===== src/rtl/hazard_scoreboard.sv =====
// In-flight destination scoreboard for the ID stage.
// Produces stall and forwarding selects from the tracked writers.
module hazard_scoreboard #(
  parameter int NREG      = 32,
  parameter int DEPTH     = 3,
  parameter int LOAD_RDY  = 2,
  parameter int FWD_EN    = 1,
  parameter int WB_BYPASS = 1,
  localparam int AW = $clog2(NREG),
  localparam int SW = $clog2(DEPTH + 1)
) (
  input  logic          clk,
  input  logic          rst,
  input  logic          id_valid,
  input  logic [AW-1:0] id_rs,
  input  logic [AW-1:0] id_rt,
  input  logic          id_rs_used,
  input  logic          id_rt_used,
  input  logic [AW-1:0] id_rd,
  input  logic          id_regwr,
  input  logic          id_load,
  input  logic          flush,
  output logic          stall,
  output logic [SW-1:0] fwd_a,
  output logic [SW-1:0] fwd_b,
  output logic [SW-1:0] inflight,
  output logic [15:0]   stall_cnt
);

  logic [DEPTH-1:0] e_valid;
  logic [DEPTH-1:0] e_regwr;
  logic [DEPTH-1:0] e_load;
  logic [AW-1:0]    e_rd [DEPTH];

  logic [DEPTH-1:0] live;
  logic             take;
  logic             stl_a;
  logic             stl_b;
  logic [SW-1:0]    sel_a;
  logic [SW-1:0]    sel_b;
  logic [SW-1:0]    cnt;

  // A flushed entry 0 is already dead: it neither matches nor counts.
  always_comb begin
    live = e_valid & e_regwr;
    if (flush) live[0] = 1'b0;
  end

  assign take = id_valid & ~stall & ~flush;

  function automatic logic [SW:0] lookup(
    input logic [AW-1:0]    src,
    input logic             used,
    input logic [DEPTH-1:0] lv
  );
    logic          hit;
    int            k_hit;
    logic          stl;
    logic [SW-1:0] sel;
    hit   = 1'b0;
    k_hit = 0;
    stl   = 1'b0;
    sel   = '0;
    // Descending scan leaves the youngest writer in k_hit.
    for (int k = DEPTH - 1; k >= 0; k--) begin
      if (lv[k] && e_rd[k] == src) begin
        hit   = 1'b1;
        k_hit = k;
      end
    end
    if (!(id_valid && used && src != '0)) hit = 1'b0;
    if (WB_BYPASS != 0 && k_hit == DEPTH - 1) hit = 1'b0;
    if (hit) begin
      if (FWD_EN == 0) begin
        stl = 1'b1;
      end else if (e_load[k_hit] && k_hit < LOAD_RDY) begin
        stl = 1'b1;
      end else begin
        sel = SW'(k_hit + 1);
      end
    end
    return {stl, sel};
  endfunction

  always_comb begin
    {stl_a, sel_a} = lookup(id_rs, id_rs_used, live);
    {stl_b, sel_b} = lookup(id_rt, id_rt_used, live);
  end

  always_comb begin
    cnt = '0;
    for (int k = 0; k < DEPTH; k++) begin
      cnt = cnt + SW'(live[k]);
    end
  end

  assign stall    = (stl_a | stl_b) & ~flush & ~rst;
  assign fwd_a    = rst ? '0 : sel_a;
  assign fwd_b    = rst ? '0 : sel_b;
  assign inflight = rst ? '0 : cnt;

  always_ff @(negedge clk) begin
    if (rst) begin
      e_valid   <= '0;
      e_regwr   <= '0;
      e_load    <= '0;
      stall_cnt <= '0;
      for (int k = 0; k < DEPTH; k++) begin
        e_rd[k] <= '0;
      end
    end else begin
      for (int k = DEPTH - 1; k >= 1; k--) begin
        e_valid[k] <= e_valid[k-1];
        e_regwr[k] <= e_regwr[k-1];
        e_load[k]  <= e_load[k-1];
        e_rd[k]    <= e_rd[k-1];
      end
      if (flush) e_valid[1] <= 1'b0;
      e_valid[0] <= take;
      e_regwr[0] <= id_regwr;
      e_load[0]  <= id_load;
      e_rd[0]    <= id_rd;
      if (stall && stall_cnt != 16'hFFFF) begin
        stall_cnt <= stall_cnt + 16'd1;
      end
    end
  end

endmodule

===== config.mk =====
export PLATFORM = sky130hd
export DESIGN_NAME = hazard_scoreboard
export DESIGN_NICKNAME = d
export VERILOG_FILES = /design/src/rtl/hazard_scoreboard.sv
export SDC_FILE = /design/constraint.sdc
export NUM_CORES = 1
export LEC_CHECK = 0
export BUFFER_PORTS_ARGS = -buffer_cell sky130_fd_sc_hd__buf_2
export CAP_MARGIN = 10
export CORE_MARGIN = 2
export CORE_UTILIZATION = 45
export CTS_CLUSTER_DIAMETER = 100
export DETAILED_ROUTE_END_ITERATION = 12
export PLACE_DENSITY_LB_ADDON = 0.1
export SETUP_SLACK_MARGIN = 0.5
export SYNTH_ARGS = -nofsm -noshare
export SYNTH_HDL_FRONTEND = slang
export SYNTH_SLANG_ARGS = --single-unit
export TNS_END_PERCENT = 5

===== constraint.sdc =====
create_clock -name clk -period 3.1 [get_ports clk]
set_input_delay 0.62 -clock clk [delete_from_list [all_inputs] [get_ports clk]]
set_output_delay 0.62 -clock clk [all_outputs]
set_load 0.1 [all_outputs]

# Word level (Yosys, flattened, before mapping)
# Memory sizes are Yosys's and may differ from the RTL's.
# Index checks and enable logic that the tools add are counted.
dict set report op_classes {
  bitwise_logic 12
  n_addsub 5
  n_eq_ne 9
  magnitude_cmp 4
  reduce_logical 16
  muxes 40
}
# cell n
set op_table {}
lappend op_table {{32-bit two-way mux} 4}
lappend op_table {{32-bit by 3-bit == test with 1-bit output, second input constant} 2}
lappend op_table {{32-bit by 3-bit < comparator with 1-bit output, second input constant} 2}
lappend op_table {{32-bit by 4-bit < comparator with 1-bit output, second input constant} 2}
lappend op_table {{5-bit == test} 6}
lappend op_table {{1-bit two-way mux} 22}
lappend op_table {{2-bit two-way mux} 9}
lappend op_table {{16-bit by 1-bit adder with 16-bit output, second input constant} 1}
lappend op_table {{16-bit != test, second input constant} 1}
lappend op_table {{5-bit two-way mux} 3}
lappend op_table {{1-bit logical AND} 13}
lappend op_table {{5-bit nonzero test} 2}
lappend op_table {{2-bit adder, second input constant} 2}
lappend op_table {{1-bit AND} 4}
lappend op_table {{1-bit binary-select mux with 2-bit select} 2}
lappend op_table {{1-bit OR} 4}
lappend op_table {{3-bit AND} 1}
lappend op_table {{1-bit inverter} 3}
lappend op_table {{1-bit by 1-bit adder with 2-bit output} 1}
lappend op_table {{2-bit by 1-bit adder with 2-bit output} 1}
lappend op_table {{2-bit OR reduction} 1}
dict set report totals {
  output_inout_bits 23
  mem_bits_rw 15
  mem_count 1
  ff_bits 25
  wordCells 92
}
# memory depth width read_ports rd_ports_with_merged_regs write_ports line_no
set memory_table {}
lappend memory_table {e_rd 3 5 3 0 3 33} ;# logic [AW-1:0] e_rd [DEPTH];

# Depth between registers and ports, before layout
# An unclocked memory read counts as a cell.
dict set report depth {
  depth_word 18
  ltp_mapped 13
  depth_no_buf 11
}

==> results.txt <==
----------------------------------------------------
[Finish]
  Area occupied by registers ... 842 µm²
  Core utilization of the finished layout ... 81.6%
  Area of the multi-input gates ... 0.00149 mm²
  Diodes inserted ... 0
  Net count of the finished layout ... 397
  Share of final-layout standard cells stronger than drive strength 1 ... 44.2%
  Post-synthesis to final-layout area growth ... 71.7%
  Fill cell instance count of the final layout ... 250

[Clocking]
  Number of H-tree branching levels ... 2
  Sink count of the clock tree ... 39
  Maximum root-to-sink buffer count ... 2
  Root Buffer Master ... clkbuf_8
  Clock transition at the registers of the reported paths ... 70 ps
  Clock tree from TritonCTS ... done
  Clock latency of the later-clocked register in the worst-skew pair ... 380 ps
  Inserted Clock Buffers ... 5
  Total of hold buffers inserted after clock tree synthesis ... 0

[Setup path]
  Critical path endpoint category ... output pin
  Worst Path Class, Setup ... flop to output pin
  Worst reg-to-reg setup slack ... 370 ps
  Worst endpoint required time ... 2480 ps
  Data arrival time of the critical path ... 4120 ps
  Crit path from ... e_rd[0][8]
  Largest fanout on the critical path ... 3
  Worst R2R Path Depth ... 12
  Terminus of the critical flop-to-flop path ... stall_cnt[9]
  End point of the critical path ... stall
  Startpoint class of the critical path ... flop
  R2R Path Start ... e_rd[0][8]

[STA]
  Worst slack on hold paths ... 469 ps
  Slew at the pin with the worst max-slew slack ... 720 ps
  Final Max Tran Viols ... 0
  Final setup violation count ... 25
  Setup repair after global routing missed its margin ... yes
  Relative slew slack ... 51.6%
  Final-report hold violation count ... 0
  Setup TNS ... -28,600 ps
  Post-Route Skew ... 31.0 ps
  Final WS setup ... -1640 ps

[Synth]
  Yosys warnings ... 0
  Proportion of register bits with asynchronous set or reset after synthesis ... 0%
  Netlist Area Pre-Place ... 0.00211 mm²
  Yosys reg bits ... 39
  Mean instance size in the synthesized netlist ... 8.76 µm²
  Number of nets produced by synthesis ... 268
  Share of synthesized area occupied by flip-flops and latches ... 37.0%
  Cell types occupying the most area after synthesis ... dfxtp_1, xor2_1, nor2b_1, xnor2_1, nand2_1
  Leading cell types by count after synthesis ... dfxtp_1, nor2b_1, nand2_1
  Post-synthesis cell type count ... 37
  Most used flip-flop cell after synthesis ... dfxtp_1
  Most frequent cell after synthesis ... dfxtp_1
  Cell taking the most area after synthesis ... dfxtp_1
  Number of cells produced by synthesis ... 241
  Share of Yosys cell area claimed by the top area cell type ... 37.0%
  Post-synth EDFFs ... 0

[Pwr]
  Static leakage ... 1.62 nW
  Cell area power density ... 358 mW/mm²
  Worst IR Drop VDD ... 0.354 mV

[Die]
  Floorplan die area ... 0.00526 mm²
  Width of the chip ... 72.5 µm
  Area inside the core boundary ... 0.00444 mm²
  Count of pins on the block boundary ... 46
  Die height ... 72.5 µm
  Initial Utilization ... 47.5%
  Number of cell rows ... 24

[Global routing]
  Pin count of the biggest net entering global routing ... 42
  Antenna violations before repair ... 0
  Overall global routing resource usage ... 24.9%
  Global-route wire length before repair ... 10.3 mm
  Global-route congestion overflow total ... 0
  Vias in the first global route ... 2,331

[Detailed routing]
  Vias ... 2,305
  Number of vias per cell after detailed routing ... 5.45
  Remaining antenna violation count ... 0
  Count of unresolved DRC violations after routing ... 0
  DR pass1 iterations ... 5
  DR WL/cell ... 15.7 µm
  Drt initial violations ... 173
  Drt total wl ... 6.63 mm

[Place]
  Pre-CTS WS ... -1590 ps
  Port bufs ... 45
  HPWL Detailed ... 4.30 mm
  Routability congestion estimate ... 0.927

[Run]
  Max-capacitance violation count ... 0

[Min path]
  Beginning of the worst hold path ... e_regwr[0]
  Path type of the worst min-delay path ... flop to flop

[Outcome]
  Status ... finished, violations left
  Violations in the final reports ... setup timing

----------------------------------------------------
registers in the layout, indices dropped and copies added, names as in the netlist:
register,count
e_regwr,3
e_rd,15
stall_cnt,16
e_load,2
e_valid,3
per-stage QoR:
step | std cells | area [µm²] | power, W
after global placement | 372 | 3080 | 0.000732
after detailed placement | 372 | 3080 | 0.000736
after global routing | 423 | 3630 | 0.00138
final | 423 | 3630 | 0.00130
after floorplan | 241 | 2150 | 0.000669
after CTS | 421 | 3490 | 0.00130
final cells by class:
class | instances | share of cell area (%)
clock buffer | 5 | 1.90
clock inverter | 42 | 5.17
inverter | 4 | 0.517
multi-input combinational | 187 | 41.0
sequential | 39 | 23.2
tap | 52 | 1.79
timing repair buffer | 94 | 26.4
cell families (layout without fill, tap and decap cells):
family                     Yosys count  in the layout  share of synthesized area, %
and+or+nand+nor                    117            117                          31.2
AOI/OAI and AO/OA                   24             24                          7.41
DFF                                 39             39                          37.0
adders and majority gates            4              4                          2.73
xor gates and xnor gates            30             30                          12.4
muxes                               12             12                          6.22
buffers and inverters               15            145                          3.02
report_power, final:
| part | internal [W] | leakage (nW) | switching, W |
|---|---|---|---|
| logic | 0.0000677 | 1.02 | 0.0000716 |
| registers | 0.000504 | 0.332 | 0.0000110 |
| clock network | 0.000305 | 0.262 | 0.000340 |
how the worst min path moves through the flow:
stage                   endpoint  slack [ps]  cells after the start
floorplan              e_load[1]         450                      2
global placement      e_regwr[1]         490                      1
detailed placement    e_regwr[1]         490                      1
CTS                   e_regwr[1]         480                      1
global route        stall_cnt[6]         490                      1
finish                e_regwr[1]         470                      1
critical path, stage by stage, from the launching register on:
cell        delay, ps
dfxtp_2           330
xor2_1            170
nor3_2            230
nand4_1           210
nand2b_4          210
ha_2              180
nor2_2             90
o21ai_2            70
buf_4             140
o22ai_4           200
nand2_2           120
clkinvlp_4         90
buf_12            160
cells in the final DEF, fill, tap and decap left out, types with 5 or more instances in the layout:
cell type | netlist | layout
buf_4 | 0 | 46
inv_1 | 5 | 42
buf_12 | 0 | 24
nor2b_1 | 23 | 23
buf_2 | 0 | 22
dfxtp_1 | 39 | 20
nand2_1 | 19 | 18
xor2_1 | 18 | 17
dfxtp_4 | 0 | 15
nand3_1 | 12 | 12
xnor2_1 | 12 | 12
nor2_1 | 17 | 10
nand4_1 | 8 | 8
or4_1 | 7 | 7
and3_1 | 7 | 5
a21oi_1 | 7 | 5
mux2i_1 | 6 | 5
o31ai_1 | 5 | 5
clkbuf_8 | 0 | 5
layer usage:
layer / share of wire, % / GRT usage, % / up-vias
met5: 0 / 0 / -
met4: 2.0 / 13.8 / 0
met3: 5.2 / 8.47 / 13
met2: 49 / 36.3 / 84
met1: 44 / 32.2 / 1099
li1: - / - / 1109
timing repair:
action,CTS,global route
pin swaps,11,6
buffers inserted,3,2
setup endpoints to repair,40,40
gates resized for setup,44,28
Note: power is estimated with default switching activity, not from simulation.
